## src/rtl/vga_pattern_gen.sv

```systemverilog
// ---------------------------------------------------------------------------
// vga_pattern_gen
//   Parametrised VGA timing and test-pattern generator. Produces HSYNC, VSYNC
//   and DE for any timing set, and an RGB565 pattern selected at runtime:
//   colour bars, grid, checkerboard or a solid colour.
//
// Ports
//   clk_pll      in   pixel clock, all logic on the rising edge
//   rst          in   synchronous reset, active-high
//   mode_i       in   2  pattern select: 0=bars 1=grid 2=checker 3=solid
//   mode_valid   in   capture mode_i/solid_color into the shadow register
//   solid_color  in   16 RGB565 colour used by the solid pattern
//   HSYNC        out  horizontal sync (active level HSYNC_POL)
//   VSYNC        out  vertical sync (active level VSYNC_POL)
//   DE           out  visible-area data enable
//   FRAME_START  out  one-cycle pulse together with pixel (0,0)
//   X, Y         out  PIXEL_GEN_BITS current column / line (valid when DE)
//   RED_OUT      out  5  red, GREEN_OUT out 6 green, BLUE_OUT out 5 blue
//
// Every output is registered from the current counter state, so all of them
// are aligned and lag the counters by exactly one clock.
// ---------------------------------------------------------------------------
module vga_pattern_gen #(
  parameter int   H_PIXELS          = 800,
  parameter int   H_FRONTPORCH      = 40,
  parameter int   H_SYNCTIME        = 128,
  parameter int   H_BACKPORCH       = 88,
  parameter int   V_LINES           = 600,
  parameter int   V_FRONTPORCH      = 1,
  parameter int   V_SYNCTIME        = 4,
  parameter int   V_BACKPORCH       = 23,
  parameter logic HSYNC_POL         = 1'b1,
  parameter logic VSYNC_POL         = 1'b1,
  parameter int   PIXEL_GEN_BITS    = 12,
  parameter int   NUMBER_OF_COLUMNS = 8,
  parameter int   GRID_STEP         = 32
) (
  input  logic                      clk_pll,
  input  logic                      rst,
  input  logic [1:0]                mode_i,
  input  logic                      mode_valid,
  input  logic [15:0]               solid_color,
  output logic                      HSYNC,
  output logic                      VSYNC,
  output logic                      DE,
  output logic                      FRAME_START,
  output logic [PIXEL_GEN_BITS-1:0] X,
  output logic [PIXEL_GEN_BITS-1:0] Y,
  output logic [4:0]                RED_OUT,
  output logic [5:0]                GREEN_OUT,
  output logic [4:0]                BLUE_OUT
);

  localparam int H_TOTAL = H_PIXELS + H_FRONTPORCH + H_SYNCTIME + H_BACKPORCH;
  localparam int V_TOTAL = V_LINES + V_FRONTPORCH + V_SYNCTIME + V_BACKPORCH;
  localparam int BAR_W   = H_PIXELS / NUMBER_OF_COLUMNS;

  localparam logic [PIXEL_GEN_BITS-1:0] H_LAST    = PIXEL_GEN_BITS'(H_TOTAL - 1);
  localparam logic [PIXEL_GEN_BITS-1:0] V_LAST    = PIXEL_GEN_BITS'(V_TOTAL - 1);
  localparam logic [PIXEL_GEN_BITS-1:0] H_VIS     = PIXEL_GEN_BITS'(H_PIXELS);
  localparam logic [PIXEL_GEN_BITS-1:0] V_VIS     = PIXEL_GEN_BITS'(V_LINES);
  localparam logic [PIXEL_GEN_BITS-1:0] HS_START  = PIXEL_GEN_BITS'(H_PIXELS + H_FRONTPORCH);
  localparam logic [PIXEL_GEN_BITS-1:0] HS_END    = PIXEL_GEN_BITS'(H_PIXELS + H_FRONTPORCH + H_SYNCTIME);
  localparam logic [PIXEL_GEN_BITS-1:0] VS_START  = PIXEL_GEN_BITS'(V_LINES + V_FRONTPORCH);
  localparam logic [PIXEL_GEN_BITS-1:0] VS_END    = PIXEL_GEN_BITS'(V_LINES + V_FRONTPORCH + V_SYNCTIME);
  localparam logic [PIXEL_GEN_BITS-1:0] BAR_LAST  = PIXEL_GEN_BITS'(BAR_W - 1);
  localparam logic [PIXEL_GEN_BITS-1:0] COL_LAST  = PIXEL_GEN_BITS'(NUMBER_OF_COLUMNS - 1);
  localparam logic [PIXEL_GEN_BITS-1:0] STEP_LAST = PIXEL_GEN_BITS'(GRID_STEP - 1);

  logic [PIXEL_GEN_BITS-1:0] h_cnt;
  logic [PIXEL_GEN_BITS-1:0] v_cnt;
  logic [PIXEL_GEN_BITS-1:0] grid_x;
  logic [PIXEL_GEN_BITS-1:0] grid_y;
  logic                      check_x;
  logic                      check_y;
  logic [PIXEL_GEN_BITS-1:0] bar_run;
  logic [PIXEL_GEN_BITS-1:0] bar_idx;
  logic [1:0]                shadow_mode;
  logic [15:0]               shadow_solid;
  logic [1:0]                active_mode;
  logic [15:0]               active_solid;
  logic [1:0]                eff_mode;
  logic [15:0]               eff_solid;
  logic                      h_last;
  logic                      v_last;
  logic                      frame_boundary;
  logic                      visible;
  logic                      hsync_act;
  logic                      vsync_act;
  logic [15:0]               pixel;
  logic [15:0]               rgb;

  assign h_last         = (h_cnt == H_LAST);
  assign v_last         = (v_cnt == V_LAST);
  assign frame_boundary = (h_cnt == '0) && (v_cnt == '0);
  assign visible        = (h_cnt < H_VIS) && (v_cnt < V_VIS);
  assign hsync_act      = (h_cnt >= HS_START) && (h_cnt < HS_END);
  assign vsync_act      = (v_cnt >= VS_START) && (v_cnt < VS_END);

  // Fixed eight-entry colour-bar palette, indexed modulo 8.
  function automatic logic [15:0] bar_color(input logic [2:0] idx);
    case (idx)
      3'd0:    bar_color = 16'hFFFF;
      3'd1:    bar_color = 16'hFFE0;
      3'd2:    bar_color = 16'h07FF;
      3'd3:    bar_color = 16'h07E0;
      3'd4:    bar_color = 16'hF81F;
      3'd5:    bar_color = 16'hF800;
      3'd6:    bar_color = 16'h001F;
      default: bar_color = 16'h0000;
    endcase
  endfunction

  // Raster position: h_cnt sweeps the whole line, v_cnt advances on every
  // line wrap and wraps itself at the end of the frame.
  always_ff @(posedge clk_pll) begin
    if (rst) begin
      h_cnt <= '0;
      v_cnt <= '0;
    end else if (h_last) begin
      h_cnt <= '0;
      v_cnt <= v_last ? '0 : v_cnt + 1'b1;
    end else begin
      h_cnt <= h_cnt + 1'b1;
    end
  end

  // Divider-free pattern helpers that run in lock-step with h_cnt/v_cnt.
  // grid_x/grid_y hold the position modulo GRID_STEP and check_x/check_y the
  // parity of the square index. bar_run counts pixels inside the current bar;
  // the last bar never advances, so it absorbs the division remainder.
  always_ff @(posedge clk_pll) begin
    if (rst) begin
      grid_x  <= '0;
      grid_y  <= '0;
      check_x <= 1'b0;
      check_y <= 1'b0;
      bar_run <= '0;
      bar_idx <= '0;
    end else begin
      if (h_last) begin
        grid_x  <= '0;
        check_x <= 1'b0;
        bar_run <= '0;
        bar_idx <= '0;
        if (v_last) begin
          grid_y  <= '0;
          check_y <= 1'b0;
        end else if (grid_y == STEP_LAST) begin
          grid_y  <= '0;
          check_y <= ~check_y;
        end else begin
          grid_y <= grid_y + 1'b1;
        end
      end else begin
        if (grid_x == STEP_LAST) begin
          grid_x  <= '0;
          check_x <= ~check_x;
        end else begin
          grid_x <= grid_x + 1'b1;
        end
        if ((bar_run == BAR_LAST) && (bar_idx != COL_LAST)) begin
          bar_run <= '0;
          bar_idx <= bar_idx + 1'b1;
        end else begin
          bar_run <= bar_run + 1'b1;
        end
      end
    end
  end

  // Mode handshake: requests land in the shadow register at any time, and the
  // shadow is promoted to the active set only at pixel (0,0) so a frame is
  // never torn. A request in the boundary cycle itself only reaches the
  // shadow, so it waits for the next frame.
  always_ff @(posedge clk_pll) begin
    if (rst) begin
      shadow_mode  <= 2'd0;
      shadow_solid <= 16'h0000;
      active_mode  <= 2'd0;
      active_solid <= 16'h0000;
    end else begin
      if (mode_valid) begin
        shadow_mode  <= mode_i;
        shadow_solid <= solid_color;
      end
      if (frame_boundary) begin
        active_mode  <= shadow_mode;
        active_solid <= shadow_solid;
      end
    end
  end

  // Pixel (0,0) already belongs to the new frame, so at the boundary the
  // about-to-be-promoted shadow settings are used directly.
  assign eff_mode  = frame_boundary ? shadow_mode  : active_mode;
  assign eff_solid = frame_boundary ? shadow_solid : active_solid;

  // Pattern selection; blanking forces black.
  always_comb begin
    pixel = 16'h0000;
    case (eff_mode)
      2'd0:    pixel = bar_color(bar_idx[2:0]);
      2'd1:    pixel = ((grid_x == '0) || (grid_y == '0)) ? 16'hFFFF : 16'h0000;
      2'd2:    pixel = (check_x ^ check_y) ? 16'h0000 : 16'hFFFF;
      default: pixel = eff_solid;
    endcase
    if (!visible) begin
      pixel = 16'h0000;
    end
  end

  // Output register stage shared by every output so they stay aligned.
  always_ff @(posedge clk_pll) begin
    if (rst) begin
      HSYNC       <= ~HSYNC_POL;
      VSYNC       <= ~VSYNC_POL;
      DE          <= 1'b0;
      FRAME_START <= 1'b0;
      X           <= '0;
      Y           <= '0;
      rgb         <= 16'h0000;
    end else begin
      HSYNC       <= hsync_act ? HSYNC_POL : ~HSYNC_POL;
      VSYNC       <= vsync_act ? VSYNC_POL : ~VSYNC_POL;
      DE          <= visible;
      FRAME_START <= frame_boundary;
      X           <= h_cnt;
      Y           <= v_cnt;
      rgb         <= pixel;
    end
  end

  assign RED_OUT   = rgb[15:11];
  assign GREEN_OUT = rgb[10:5];
  assign BLUE_OUT  = rgb[4:0];

endmodule

```

## config.mk

```make
export PLATFORM = sky130hd
export DESIGN_NAME = vga_pattern_gen
export DESIGN_NICKNAME = d
export VERILOG_FILES = /design/src/rtl/vga_pattern_gen.sv
export SDC_FILE = /design/constraint.sdc
export NUM_CORES = 1
export LEC_CHECK = 0
export CAP_MARGIN = 20
export CORE_ASPECT_RATIO = 2
export CORE_UTILIZATION = 30
export CTS_BUF_LIST = sky130_fd_sc_hd__clkbuf_4 sky130_fd_sc_hd__clkbuf_8
export CTS_CLUSTER_DIAMETER = 30
export DETAILED_ROUTE_END_ITERATION = 6
export PLACE_DENSITY = 0.54
export SLEW_MARGIN = 20
export SYNTH_ARGS = -nofsm -noshare
export SYNTH_HDL_FRONTEND = slang
export SYNTH_SLANG_ARGS = --single-unit
```

## constraint.sdc

```tcl
create_clock -name clk_pll -period 4.6 [get_ports clk_pll]
set_clock_uncertainty 0.1 [all_clocks]
set_input_delay 1.38 -clock clk_pll [delete_from_list [all_inputs] [get_ports clk_pll]]
set_output_delay 1.38 -clock clk_pll [all_outputs]
set_load 0.02 [all_outputs]
```

==> results_dict.tcl <==
set metrics [dict create \
    tritoncts "built" \
    io_buffers 64 \
    route.detailed.drc 0 \
    grt_max_degree 72 \
    crit_type "reg -> out" \
    fin_util 0.369 \
    max_freq_ghz 0.345 \
    slowest_delay_ns 0.61 \
    r2r_slack_ns 1.92 \
    start_util 0.306 \
    grt-ovfl-total 0 \
    rows 74 \
    finalHoldViolCount 0 \
    grt_pass1_wl_mm 24.1 \
    synth.largest_area_cell "dfxtp_1" \
    htreeDepth 4 \
    ys_seq_area_frac 0.492 \
    maxCapViolCount 0 \
    crit_slowest_cell "clkdlybuf4s50_1" \
    grt_pass1_vias 4904 \
    die_w_um 104 \
    tns_ns 0 \
    core_area_um2 20500 \
    gp_congestion 0.780 \
    r2r_start "h_cnt[0]" \
    cts_root_buf "clkbuf_8" \
    postCtsHoldBufs 0 \
    end_kind "output pin" \
    critPathTopFamily "buffers and inverters" \
    hpwlAfterDp_mm 10.4 \
    cp.required_ns 3.12 \
    yosysWarnings 0 \
    diodes 0 \
    antenna_left 0 \
    track_usage 0.143 \
    n_fill_cell 2111 \
    cts-resized-gates 0 \
    fp.dieH_um 206 \
    holdPathEnd "active_solid[7]" \
    drive_gt1_frac 0.0679 \
    worst_pin_slew_ns 0.743 \
    path_buf_inv 1 \
    antenna_found_initial 0 \
    ir_drop_uv 212 \
    syn-num-nets 734 \
    ys_types 46 \
    clkSinkCount 154 \
    viasPerCell 4.71 \
    synth_area_leaders "dfxtp_1 (49%), nor2_1 (6.2%), xnor2_1 (4.2%)" \
    routed_wl_mm 14.6 \
    reg2regPathDepth 9 \
    clk_latency_ns 0.46 \
    post-route-period-util 0.631 \
    post_cts_buffers 0 \
    use_met3 0.0306 \
    status "completed" \
    reg_top3 "active_solid (16), rgb (16), shadow_solid (16)" \
    ys_ff_latch 154 \
    drtIter0Drc 183 \
    seqCellArea_um2 3080 \
    synth_top_area_frac 0.492 \
    clkTransAtPathRegs_ns 0.09 \
    worst-path-max-fanout 1 \
    leakage_nw 2.81 \
    wire_per_inst_um 14.1 \
    powerDensity_nw_per_um2 369 \
    cts_buffer_depth 2 \
    final-setup-viol-count 0 \
    drt_pass1_iterations 5 \
    reg2reg_to "rgb[10]" \
    rsz0062_at_grt "no" \
    io_pins 65 \
    syn-cell-area_um2 6260 \
    timing.slew.headroom 0.505 \
    area_delta_synth_final_pct 20.5 \
    multi_input_area_um2 2980 \
    gr-usage-met2 0.271 \
    cp.arrival_ns 1.42 \
    avgSynthCellArea_um2 8.99 \
    min_path_cells 2 \
    hp-start "active_solid[7]" \
    slew_viol_final 0 \
    hp-class "reg -> reg" \
    period_needed_ns 2.90 \
    syn_inst 697 \
    fin_nets 790 \
    met1_usage 0.148 \
    die_area_um2 21500 \
    vias 4859 \
    worstPathCellList "clkdlybuf4s50_1" \
    top_usage_layer "met2" \
    worstSetupStartpointType "register" \
    cts_made_buffers 17 \
]
kinds of logic after synthesis:
logic type,count (synthesis),share of synthesized area
multiplexers,19,0.0304
AND/OR/NAND/NOR,341,0.269
flip-flops,154,0.492
buffers and inverters,47,0.0324
AO/OA/AOI/OAI,61,0.0619
adder cells (fa/ha/maj),16,0.0320
XOR/XNOR,59,0.0825
where the power goes:
group / switching [mW] / total [mW] / leakage, nW / internal (mW)
clock network: 0.528 / 1.09 / 0.211 / 0.562
registers: 0.0350 / 1.42 / 1.25 / 1.39
logic: 0.153 / 0.269 / 1.34 / 0.117
stage by stage:
step,area (µm²),std cells,power (mW),setup slack (ns),hold WS [ns]
detailed placement,7130,1000,1.73,1.32,0.344
finish,7550,1032,2.78,1.70,0.354
global route,7550,1032,2.91,1.62,0.376
global placement,7130,1000,1.73,1.42,0.340
CTS,7550,1032,2.83,1.64,0.356
floorplan,6260,697,1.60,1.52,0.330
worst max path at each step:
stage                         end  startpoint  slack [ns]  cells after the start
after detailed placement  rgb[15]         rst        1.32                      6
after floorplan           rgb[10]         rst        1.52                      7
after global placement     rgb[4]         rst        1.42                      6
after CTS                    Y[2]        Y[2]        1.64                      1
after global routing         Y[2]        Y[2]        1.62                      1
final                        Y[0]        Y[0]        1.70                      1
cell usage in the layout, fill, tap and decap left out, types with 3 or more instances in the layout:
master           instances
xor2_1                  29
clkbuf_8                18
nand4_1                  8
inv_6                    4
and2_1                   3
o221ai_1                 3
o21ai_0                  8
a21oi_1                 26
dfxtp_1                154
bufinv_16                3
clkdlybuf4s50_1         63
nor2b_1                 21
buf_4                    5
nand2_1                 66
nand3_1                 31
and4_1                   4
nor3_1                  52
nor4_1                   7
inv_1                   15
and3_1                  17
nor4b_1                  3
o31ai_1                 16
mux2i_1                 19
nor2_1                 104
ha_1                    16
xnor2_1                 30
clkinv_2                 3
or3_1                    7
routing by layer:
metal  wire length, µm  part of all wire
met1              5810              0.40
met2              7970              0.55
met3               431             0.030
met4               374             0.026
met5                 0                 0
area by class of cell:
type                            count  share of cell area
Multi-Input combinational cell    496               0.395
Inverter                           15             0.00746
Tap cell                          266              0.0441
Sequential cell                   154               0.408
Timing Repair Buffer               69              0.0892
Clock buffer                       19              0.0338
Clock inverter                     13              0.0217
synthesized netlist by cell type (all sizes together):
cell,number
clkbuf,25
or4,2
and2,3
a22oi,1
nor4bb,1
inv,15
dfxtp,154
a31o,1
buf,7
xnor2,30
nand2b,2
nor2,104
xor2,29
nand2,67
o221ai,3
o21ai,8
ha,16
o31ai,16
a21o,2
nand4b,1
and3,17
or4b,2
nand4,8
nor4,8
or2,1
mux2i,19
nor3b,1
nor3,54
nor4b,3
or3,7
and4,4
nand3,34
or3b,1
a21oi,26
o21bai,1
nor2b,21
a2111oi,2
o211a,1
tightest hold or removal path: stages (launching register included):
cell     delay [ns]
dfxtp_1        0.32
nand2_1        0.05
a21oi_1        0.05
(Power assumes the default switching activity.)
